--- config.mk ---
export PLATFORM = sky130hd
export DESIGN_NAME = execute_stage_flat
export DESIGN_NICKNAME = d
export VERILOG_FILES = /design/src/rtl/execute_stage_if.sv /design/src/rtl/execute_stage.sv /design/src/flat_wrapper.sv
export SDC_FILE = /design/constraint.sdc
export NUM_CORES = 1
export LEC_CHECK = 0
export ABC_AREA = 1
export CORE_AREA = 2 2 260 237
export CTS_CLUSTER_DIAMETER = 60
export DETAILED_ROUTE_END_ITERATION = 10
export DIE_AREA = 0 0 262 239
export SYNTH_ARGS = -nofsm -noshare
export SYNTH_HDL_FRONTEND = slang
export SYNTH_SLANG_ARGS = --single-unit
--- constraint.sdc ---
create_clock -name clk -period 7.8 [get_ports clk]
set_clock_uncertainty 0.15 [all_clocks]
set_input_delay 0.78 -clock clk [delete_from_list [all_inputs] [get_ports clk]]
set_output_delay 0.78 -clock clk [all_outputs]
set_load 0.01 [all_outputs]
--- src/rtl/execute_stage_if.sv ---
// Bundle of the decode-side, hazard-unit and EX-side signals around the EX stage.
interface execute_stage_if #(
  parameter int unsigned XLEN = 32,
  parameter int unsigned RW   = 5
) ();
  // Hazard-unit controls
  logic            StallE;
  logic            FlushE;
  logic [1:0]      ForwardAE;
  logic [1:0]      ForwardBE;
  // Decode-side payload
  logic [2:0]      ALUControlD;
  logic            ShiftArithD;
  logic            ALUSrcD;
  logic            RegWriteD;
  logic            MemWriteD;
  logic            BranchD;
  logic            JumpD;
  logic [1:0]      ResultSrcD;
  logic [XLEN-1:0] RD1D;
  logic [XLEN-1:0] RD2D;
  logic [XLEN-1:0] ImmExtD;
  logic [XLEN-1:0] PCD;
  logic [XLEN-1:0] PCPlus4D;
  logic [RW-1:0]   Rs1D;
  logic [RW-1:0]   Rs2D;
  logic [RW-1:0]   RdD;
  // Forwarded values from later stages
  logic [XLEN-1:0] ResultW;
  logic [XLEN-1:0] ALUResultM;
  // EX-side results
  logic [XLEN-1:0] ALUResultE;
  logic [XLEN-1:0] WriteDataE;
  logic [XLEN-1:0] PCTargetE;
  logic            PCSrcE;
  logic            ZeroE;
  logic            RegWriteE;
  logic            MemWriteE;
  logic [1:0]      ResultSrcE;
  logic [RW-1:0]   RdE;
  logic [RW-1:0]   Rs1E;
  logic [RW-1:0]   Rs2E;
  logic [XLEN-1:0] PCPlus4E;

  modport master (
    output StallE, FlushE, ForwardAE, ForwardBE,
    output ALUControlD, ShiftArithD, ALUSrcD, RegWriteD, MemWriteD, BranchD, JumpD,
    output ResultSrcD, RD1D, RD2D, ImmExtD, PCD, PCPlus4D, Rs1D, Rs2D, RdD,
    output ResultW, ALUResultM,
    input  ALUResultE, WriteDataE, PCTargetE, PCSrcE, ZeroE, RegWriteE, MemWriteE,
    input  ResultSrcE, RdE, Rs1E, Rs2E, PCPlus4E
  );

  modport slave (
    input  StallE, FlushE, ForwardAE, ForwardBE,
    input  ALUControlD, ShiftArithD, ALUSrcD, RegWriteD, MemWriteD, BranchD, JumpD,
    input  ResultSrcD, RD1D, RD2D, ImmExtD, PCD, PCPlus4D, Rs1D, Rs2D, RdD,
    input  ResultW, ALUResultM,
    output ALUResultE, WriteDataE, PCTargetE, PCSrcE, ZeroE, RegWriteE, MemWriteE,
    output ResultSrcE, RdE, Rs1E, Rs2E, PCPlus4E
  );
endinterface

--- src/rtl/execute_stage.sv ---
// EX pipeline stage: ID/EX register with stall/flush, forwarding muxes, ALU and branch resolution.
module execute_stage #(
  parameter int unsigned XLEN = 32,
  parameter int unsigned RW   = 5
) (
  input  logic           clk,
  input  logic           rst,
  execute_stage_if.slave ex
);

  localparam int unsigned SHW = 5;

  typedef struct packed {
    logic            reg_write;
    logic            mem_write;
    logic            branch;
    logic            jump;
    logic [1:0]      result_src;
    logic [2:0]      alu_control;
    logic            shift_arith;
    logic            alu_src;
    logic [XLEN-1:0] rd1;
    logic [XLEN-1:0] rd2;
    logic [XLEN-1:0] imm;
    logic [XLEN-1:0] pc;
    logic [XLEN-1:0] pc_plus4;
    logic [RW-1:0]   rs1;
    logic [RW-1:0]   rs2;
    logic [RW-1:0]   rd;
  } idex_t;

  idex_t idex_q, idex_d;

  logic [XLEN-1:0] src_a;
  logic [XLEN-1:0] src_b;
  logic [XLEN-1:0] write_data;
  logic [XLEN-1:0] alu_result;
  logic [SHW-1:0]  shamt;
  logic            zero;

  // ID/EX next state: flush beats stall, stall holds, otherwise capture decode fields
  always_comb begin
    idex_d = idex_q;
    if (ex.FlushE) begin
      idex_d = '0;
    end else if (!ex.StallE) begin
      idex_d.reg_write   = ex.RegWriteD;
      idex_d.mem_write   = ex.MemWriteD;
      idex_d.branch      = ex.BranchD;
      idex_d.jump        = ex.JumpD;
      idex_d.result_src  = ex.ResultSrcD;
      idex_d.alu_control = ex.ALUControlD;
      idex_d.shift_arith = ex.ShiftArithD;
      idex_d.alu_src     = ex.ALUSrcD;
      idex_d.rd1         = ex.RD1D;
      idex_d.rd2         = ex.RD2D;
      idex_d.imm         = ex.ImmExtD;
      idex_d.pc          = ex.PCD;
      idex_d.pc_plus4    = ex.PCPlus4D;
      idex_d.rs1         = ex.Rs1D;
      idex_d.rs2         = ex.Rs2D;
      idex_d.rd          = ex.RdD;
    end
  end

  // ID/EX register; reset inserts a bubble
  always_ff @(posedge clk) begin
    if (rst) idex_q <= '0;
    else     idex_q <= idex_d;
  end

  // Forwarding muxes; select 11 falls back to the register-file value
  always_comb begin
    src_a = idex_q.rd1;
    unique case (ex.ForwardAE)
      2'b01:   src_a = ex.ResultW;
      2'b10:   src_a = ex.ALUResultM;
      default: src_a = idex_q.rd1;
    endcase
    write_data = idex_q.rd2;
    unique case (ex.ForwardBE)
      2'b01:   write_data = ex.ResultW;
      2'b10:   write_data = ex.ALUResultM;
      default: write_data = idex_q.rd2;
    endcase
    src_b = idex_q.alu_src ? idex_q.imm : write_data;
  end

  // ALU
  always_comb begin
    shamt      = src_b[SHW-1:0];
    alu_result = '0;
    unique case (idex_q.alu_control)
      3'b000: alu_result = src_a + src_b;
      3'b001: alu_result = src_a - src_b;
      3'b010: alu_result = src_a & src_b;
      3'b011: alu_result = src_a | src_b;
      3'b100: alu_result = src_a ^ src_b;
      3'b101: alu_result = XLEN'($signed(src_a) < $signed(src_b));
      3'b110: alu_result = src_a << shamt;
      3'b111: alu_result = idex_q.shift_arith ? XLEN'($signed(src_a) >>> shamt)
                                              : (src_a >> shamt);
      default: alu_result = '0;
    endcase
    zero = (alu_result == '0);
  end

  assign ex.ALUResultE = alu_result;
  assign ex.ZeroE      = zero;
  assign ex.WriteDataE = write_data;
  assign ex.PCTargetE  = idex_q.pc + idex_q.imm;
  assign ex.PCSrcE     = (idex_q.branch & zero) | idex_q.jump;
  assign ex.RegWriteE  = idex_q.reg_write;
  assign ex.MemWriteE  = idex_q.mem_write;
  assign ex.ResultSrcE = idex_q.result_src;
  assign ex.RdE        = idex_q.rd;
  assign ex.Rs1E       = idex_q.rs1;
  assign ex.Rs2E       = idex_q.rs2;
  assign ex.PCPlus4E   = idex_q.pc_plus4;

endmodule

--- src/flat_wrapper.sv ---
// flat-port wrapper written by rule: the top's interface ports become plain ports
module execute_stage_flat 
#(
  parameter int unsigned XLEN = 32,
  parameter int unsigned RW   = 5
)
  (clk, rst, ex_StallE, ex_FlushE, ex_ForwardAE, ex_ForwardBE, ex_ALUControlD, ex_ShiftArithD, ex_ALUSrcD, ex_RegWriteD, ex_MemWriteD, ex_BranchD, ex_JumpD, ex_ResultSrcD, ex_RD1D, ex_RD2D, ex_ImmExtD, ex_PCD, ex_PCPlus4D, ex_Rs1D, ex_Rs2D, ex_RdD, ex_ResultW, ex_ALUResultM, ex_ALUResultE, ex_WriteDataE, ex_PCTargetE, ex_PCSrcE, ex_ZeroE, ex_RegWriteE, ex_MemWriteE, ex_ResultSrcE, ex_RdE, ex_Rs1E, ex_Rs2E, ex_PCPlus4E);
  execute_stage_if #(.XLEN(XLEN), .RW(RW)) ex_i ();
  input  logic clk;
  input  logic rst;
  input wire logic [$bits(ex_i.StallE)-1:0] ex_StallE;
  input wire logic [$bits(ex_i.FlushE)-1:0] ex_FlushE;
  input wire logic [$bits(ex_i.ForwardAE)-1:0] ex_ForwardAE;
  input wire logic [$bits(ex_i.ForwardBE)-1:0] ex_ForwardBE;
  input wire logic [$bits(ex_i.ALUControlD)-1:0] ex_ALUControlD;
  input wire logic [$bits(ex_i.ShiftArithD)-1:0] ex_ShiftArithD;
  input wire logic [$bits(ex_i.ALUSrcD)-1:0] ex_ALUSrcD;
  input wire logic [$bits(ex_i.RegWriteD)-1:0] ex_RegWriteD;
  input wire logic [$bits(ex_i.MemWriteD)-1:0] ex_MemWriteD;
  input wire logic [$bits(ex_i.BranchD)-1:0] ex_BranchD;
  input wire logic [$bits(ex_i.JumpD)-1:0] ex_JumpD;
  input wire logic [$bits(ex_i.ResultSrcD)-1:0] ex_ResultSrcD;
  input wire logic [$bits(ex_i.RD1D)-1:0] ex_RD1D;
  input wire logic [$bits(ex_i.RD2D)-1:0] ex_RD2D;
  input wire logic [$bits(ex_i.ImmExtD)-1:0] ex_ImmExtD;
  input wire logic [$bits(ex_i.PCD)-1:0] ex_PCD;
  input wire logic [$bits(ex_i.PCPlus4D)-1:0] ex_PCPlus4D;
  input wire logic [$bits(ex_i.Rs1D)-1:0] ex_Rs1D;
  input wire logic [$bits(ex_i.Rs2D)-1:0] ex_Rs2D;
  input wire logic [$bits(ex_i.RdD)-1:0] ex_RdD;
  input wire logic [$bits(ex_i.ResultW)-1:0] ex_ResultW;
  input wire logic [$bits(ex_i.ALUResultM)-1:0] ex_ALUResultM;
  output wire logic [$bits(ex_i.ALUResultE)-1:0] ex_ALUResultE;
  output wire logic [$bits(ex_i.WriteDataE)-1:0] ex_WriteDataE;
  output wire logic [$bits(ex_i.PCTargetE)-1:0] ex_PCTargetE;
  output wire logic [$bits(ex_i.PCSrcE)-1:0] ex_PCSrcE;
  output wire logic [$bits(ex_i.ZeroE)-1:0] ex_ZeroE;
  output wire logic [$bits(ex_i.RegWriteE)-1:0] ex_RegWriteE;
  output wire logic [$bits(ex_i.MemWriteE)-1:0] ex_MemWriteE;
  output wire logic [$bits(ex_i.ResultSrcE)-1:0] ex_ResultSrcE;
  output wire logic [$bits(ex_i.RdE)-1:0] ex_RdE;
  output wire logic [$bits(ex_i.Rs1E)-1:0] ex_Rs1E;
  output wire logic [$bits(ex_i.Rs2E)-1:0] ex_Rs2E;
  output wire logic [$bits(ex_i.PCPlus4E)-1:0] ex_PCPlus4E;
  assign ex_i.StallE = ex_StallE;
  assign ex_i.FlushE = ex_FlushE;
  assign ex_i.ForwardAE = ex_ForwardAE;
  assign ex_i.ForwardBE = ex_ForwardBE;
  assign ex_i.ALUControlD = ex_ALUControlD;
  assign ex_i.ShiftArithD = ex_ShiftArithD;
  assign ex_i.ALUSrcD = ex_ALUSrcD;
  assign ex_i.RegWriteD = ex_RegWriteD;
  assign ex_i.MemWriteD = ex_MemWriteD;
  assign ex_i.BranchD = ex_BranchD;
  assign ex_i.JumpD = ex_JumpD;
  assign ex_i.ResultSrcD = ex_ResultSrcD;
  assign ex_i.RD1D = ex_RD1D;
  assign ex_i.RD2D = ex_RD2D;
  assign ex_i.ImmExtD = ex_ImmExtD;
  assign ex_i.PCD = ex_PCD;
  assign ex_i.PCPlus4D = ex_PCPlus4D;
  assign ex_i.Rs1D = ex_Rs1D;
  assign ex_i.Rs2D = ex_Rs2D;
  assign ex_i.RdD = ex_RdD;
  assign ex_i.ResultW = ex_ResultW;
  assign ex_i.ALUResultM = ex_ALUResultM;
  assign ex_ALUResultE = ex_i.ALUResultE;
  assign ex_WriteDataE = ex_i.WriteDataE;
  assign ex_PCTargetE = ex_i.PCTargetE;
  assign ex_PCSrcE = ex_i.PCSrcE;
  assign ex_ZeroE = ex_i.ZeroE;
  assign ex_RegWriteE = ex_i.RegWriteE;
  assign ex_MemWriteE = ex_i.MemWriteE;
  assign ex_ResultSrcE = ex_i.ResultSrcE;
  assign ex_RdE = ex_i.RdE;
  assign ex_Rs1E = ex_i.Rs1E;
  assign ex_Rs2E = ex_i.Rs2E;
  assign ex_PCPlus4E = ex_i.PCPlus4E;
  execute_stage #(.XLEN(XLEN), .RW(RW)) u_core (.clk(clk), .rst(rst), .ex(ex_i));
endmodule
=== Word-level counts from Yosys, hierarchy flattened ===
Index checks and enable logic that the tools add are counted.

* Register bits: 186
* Latch bits: 0
* Memory bits (writable): 0
* ROM bits: 0
* Input bits: 258
* Memories kept: 0

* Add/sub/neg operators: 3
* $mul: 0
* Divide/modulo/power cells: 0
* $lt $le $gt $ge: 1
* Eq/ne operators: 11
* Shift operators: 3
* Muxes and demuxes: 5
* Bitwise operators: 5
* Reduce and logical (&&, ||, !) cells: 3

{| class="wikitable"
|+ Operator list
! operator !! number
|-
| $pmux 32 s8 || 1
|-
| $pmux 32 s2 || 2
|-
| $add 32x32->32 || 2
|-
| $mux 32 || 2
|-
| $and 32x32->32 || 1
|-
| $logic_not 32->1 || 1
|-
| $lt 32x32->1 || 1
|-
| $or 32x32->32 || 1
|-
| $shl 32x5->32 || 1
|-
| $shr 32x5->32 || 1
|-
| $sshr 32x5->32 || 1
|-
| $sub 32x32->32 || 1
|-
| $xor 32x32->32 || 1
|-
| $eq 3x3->1 const B || 4
|-
| $eq 3x2->1 const B || 2
|-
| $eq 2x1->1 const B || 2
|-
| $eq 2x2->1 const B || 2
|-
| $eq 3x1->1 const B || 1
|-
| $logic_not 3->1 || 1
|-
| $reduce_or 2->1 || 1
|-
| $and 1x1->1 || 1
|-
| $or 1x1->1 || 1
|}

=== Logic depth before layout (Yosys ltp) ===
* Depth after elaboration: 9
* Mapped depth: 32

=== Worst setup path after synthesis ===
No wires, ideal clock.

* Path kind: input -> output
* Start: in ex_ForwardBE[0]
* End: out ex_ZeroE
* Data arrival time: 4190 ps
* Slack: 2680 ps
* Stages on the path: 26
* Path buffers: 3
* Cells stage by stage: inv_1 ha_1 buf_6 buf_2 buf_1 a21oi_1 a21oi_1 o21ai_0 ha_1 inv_1 a21oi_1 o21ai_0 a21oi_1 o21ai_1 a21oi_1 inv_1 nand2_1 nand3_1 nand2_1 nor2_1 nor2_1 nand3_1 nor2_1 nand2_1 nor2_1 and2_1

* Elaborated cells on any way between the ends: 16
* Classes of those cells: 2 x add/sub; 1 x order compare; 2 x eq/ne; 3 x shift; 4 x mux; 3 x bitwise; 1 x reduce/logical

{| class="wikitable"
|+ RTL lines
! element !! line !! source
|-
| from (decl) || flat_wrapper.sv:14 || <nowiki>input wire logic [$bits(ex_i.ForwardBE)-1:0] ex_ForwardBE;</nowiki>
|-
| $eq 2x2->1 or $eq 2x1->1 (tied branches) || execute_stage.sv:81 || <nowiki>unique case (ex.ForwardBE)</nowiki>
|-
| $pmux 32 s2 (*) || execute_stage.sv:81 ||
|-
| named net ex_WriteDataE[12] || flat_wrapper.sv:34 || <nowiki>output wire logic [$bits(ex_i.WriteDataE)-1:0] ex_WriteDataE;</nowiki>
|-
| $mux 32 (*) || execute_stage.sv:86 || <nowiki>src_b = idex_q.alu_src ? idex_q.imm : write_data;</nowiki>
|-
| $sub 32x32->32 (tied with other cells) || execute_stage.sv:95 || <nowiki>3'b001: alu_result = src_a - src_b;</nowiki>
|-
| $pmux 32 s8 (*) || execute_stage.sv:93 || <nowiki>unique case (idex_q.alu_control)</nowiki>
|-
| $logic_not 32->1 (*) || execute_stage.sv:105 || <nowiki>zero = (alu_result == '0);</nowiki>
|-
| to (decl) || flat_wrapper.sv:37 || <nowiki>output wire logic [$bits(ex_i.ZeroE)-1:0] ex_ZeroE;</nowiki>
|}

The timed path passes the listed nets; every way through them passes the cells marked *.

=== Worst setup path in the final report ===
* Start: in ex_ForwardBE[0]
* End: out ex_PCSrcE

* Cells in the longest elaborated chain, start to end: 9
* Elaborated cells on any way between the ends: 18
* Classes of those cells: 2 x add/sub; 1 x order compare; 2 x eq/ne; 3 x shift; 4 x mux; 5 x bitwise; 1 x reduce/logical

{| class="wikitable"
|+ RTL lines
! element !! line !! source
|-
| $eq 2x2->1 or $eq 2x1->1 (tied branches) || execute_stage.sv:81 ||
|-
| $pmux 32 s2 (*) || execute_stage.sv:81 ||
|-
| $mux 32 (*) || execute_stage.sv:86 ||
|-
| branches (longest 2 deep; another with $sub 32x32->32) || -- ||
|-
| $pmux 32 s8 (*) || execute_stage.sv:93 ||
|-
| $logic_not 32->1 (*) || execute_stage.sv:105 ||
|-
| $and 1x1->1 (*) || execute_stage.sv:112 || <nowiki>assign ex.PCSrcE = (idex_q.branch & zero) | idex_q.jump;</nowiki>
|-
| $or 1x1->1 (*) || execute_stage.sv:112 ||
|-
| to (decl) || flat_wrapper.sv:36 || <nowiki>output wire logic [$bits(ex_i.PCSrcE)-1:0] ex_PCSrcE;</nowiki>
|}

Mark *: on every way between the ends.

==> impl_metrics.tcl <==
set metrics [dict create \
    leakagePower_nw 11.2 \
    reg2reg_slack_ps 6180 \
    tritoncts "done" \
    io_buffers 406 \
    syn_area_um2 19600 \
    gp_congestion 1.05 \
    slowest_delay_ps 570 \
    cts_resized 0 \
    vias 24500 \
    crit_family "simple AND/OR/NAND/NOR gates" \
    syn_avg_cell_area_um2 5.81 \
    grt_pass1_vias 22600 \
    grt_max_degree 100 \
    synthMuxAreaShare_pct 0 \
    hold_start "u_core.ex.PCPlus4E[28]$_SDFFE_PP0N_" \
    startpoint_type "input pin" \
    stdcell_count 4453 \
    async_reset_ff_share_pct 0 \
    cts.htree.levels 4 \
    drc_errors 0 \
    fin_nets 4037 \
    placedCellCount 4417 \
    r2r-start "u_core.idex_q[175]$_SDFFE_PP0N_" \
    yosys-top-cells-area "nand2_1 (20%), dfxtp_1 (19%), nand3_1 (10%)" \
    synth_compound_area_share_pct 20.0 \
    dpl_cell_area_um2 24000 \
    fin_crit_sh_pct 95.6 \
    antenna_found_initial 4 \
    rsz0062_at_grt "false" \
    synth_cell_type_count 54 \
    run_status "completed" \
    cts_sinks 186 \
    clock_latency_ps 480 \
    cts-root-buf "clkbuf_16" \
    synthAdderAreaFrac_pct 8.74 \
    critPathBufInv 7 \
    irDropWorstVdd_mv 0.168 \
    powerDensity_nw_per_um2 190 \
    synthTopCellsByCount "nand2_1 (1021), nand3_1 (398), a21oi_1 (381), inv_1 (286), nor2_1 (283)" \
    tightest_slew_ps 1090 \
    die_y_um 239 \
    drt_iter0_markers 2962 \
    path_clk_slew_ps 90 \
    synth_top_area_share_pct 19.6 \
    synth_top_family_by_area "simple AND/OR/NAND/NOR gates" \
    path_class "input pin to output pin" \
    rows 86 \
    cts_buffer_depth 2 \
    dieWidth_um 262 \
    grt_pass1_wl_mm 153 \
    cp_common_cell "nor2_1" \
    synth_xor_area_share_pct 1.70 \
    io_pins 407 \
    area_growth_pct 25.8 \
    stdcell_area_um2 24600 \
    drt_wl_total_mm 107 \
    ys_warn_count 0 \
    fp.dieArea_um2 62600 \
    maxSlewHeadroom_pct 27.1 \
    gr-total-overflow 0 \
    synth_largest_area_cell "nand2_1" \
    drive_gt1_share_pct 5.06 \
    synth-simple-area-share_pct 38.1 \
    path_max_fanout 33 \
    syn_nets 3766 \
    post_cts_buffers 0 \
    drt-wirelength-per-cell_um 23.9 \
    track_usage_pct 33.2 \
    fin_util_pct 40.9 \
    setup_tns_ps 0 \
    start_util_pct 32.5 \
    finalMaxSlewViolations 0 \
    layout_min_cycle_time_ps 7460 \
    hold_class "flip-flop to flip-flop" \
    yosysMostFrequentCell "nand2_1" \
    ant_nets 0 \
    p_total_mw 4.69 \
    worstPathRequired_ps 6870 \
    ys_seq_area_share_pct 19.0 \
    coreArea_um2 60300 \
    fmax_ghz 0.134 \
    cts_buffers 17 \
    synthFlopType "dfxtp_1" \
    setup_viol 0 \
    netlist_instances 3373 \
    hpwl_mm 86.9 \
    hold_viol_final 0 \
    postCtsHoldBufs 0 \
    endpoint_kind "output pin" \
    crit_slowest_cell "a21oi_1" \
    cap_violations 0 \
    viasPerCell 5.50 \
    dr.pass1.iters 9 \
    ys_seq_elements 186 \
    arrival_ps 6530 \
    cp-startpoint "ex_ForwardBE[0]" \
    fillers 6737 \
    synth-edff-count 0 \
]
[cell usage in the layout (no fill, tap or decap), types with 8 or more instances in the layout]
master	n
nand2_1	1021
clkdlybuf4s50_1	405
nand3_1	398
a21oi_1	381
inv_1	285
nor2_1	281
dfxtp_1	185
ha_1	132
o21ai_0	122
buf_4	79
a211oi_1	43
o21ai_1	26
xor2_1	25
nand4_1	21
o21ai_2	20
clkbuf_16	17
o22ai_1	16
a31oi_1	13
xnor2_1	13
nor3_1	12
a221oi_1	11
a21o_1	10
inv_2	9
nand2_2	9
a21boi_0	8
nand3_2	8
or2_1	8
[layout make-up]
cell class,count,area (um^2),share of cell area (%)
Clock buffer,17,425,1.73
Clock inverter,15,234,0.949
Inverter,300,1140,4.61
Tap cell,792,991,4.02
Multi-Input combinational cell,2653,13500,54.6
Antenna cell,4,10.0,0.0406
Timing Repair Buffer,486,4680,19.0
Sequential cell,186,3720,15.1
[report_power, final]
| part | internal [mW] | total, mW | switching [mW] |
|---|---|---|---|
| combinational | 0.897 | 2.69 | 1.79 |
| clock | 0.461 | 0.993 | 0.532 |
| sequential | 0.982 | 1.01 | 0.0246 |
[per-stage QoR]
stage               hold slack, ps  setup WS, ps
global route                   336           119
detailed placement             303           538
finish                         317           341
CTS                            318           521
global placement               300           493
floorplan                      290          2680
[flip-flops by register name (all words and copies together) (netlist names)]
name,flops
u_core.ex.MemWriteE,1
u_core.ex.PCPlus4E,32
u_core.ex.RdE,5
u_core.ex.RegWriteE,1
u_core.ex.ResultSrcE,2
u_core.ex.Rs1E,5
u_core.ex.Rs2E,5
u_core.idex_q,135
[tightest hold or removal path: stages (launching register included)]
cell	delay [ps]
dfxtp_1	320
nand2_1	60
a21oi_1	50
[layer usage]
layer	share of wire, %	global-route usage (%)
met2	43	51.1
met5	0	0
met3	9.6	6.62
met4	3.7	11.2
met1	44	45.9
[worst paths after layout]
check | cells after the start | to
worst min-delay path | 2 | u_core.ex.PCPlus4E[28]$_SDFFE_PP0N_
worst min register to register | 2 | u_core.ex.PCPlus4E[28]$_SDFFE_PP0N_
worst max-delay path | 27 | ex_PCSrcE
worst max register to register | 2 | u_core.idex_q[175]$_SDFFE_PP0N_
[cells by family (layout without fill, tap and decap cells)]
| logic type | after synthesis | count (layout) |
|---|---|---|
| AO/OA/AOI/OAI | 692 | 692 |
| flip-flops | 186 | 186 |
| adder cells (fa/ha/maj) | 135 | 135 |
| AND/OR/NAND/NOR | 1788 | 1788 |
| other | 0 | 4 |
| buffers and inverters | 534 | 818 |
| XOR/XNOR | 38 | 38 |
No activity file was read; power rests on OpenSTA's default activity.
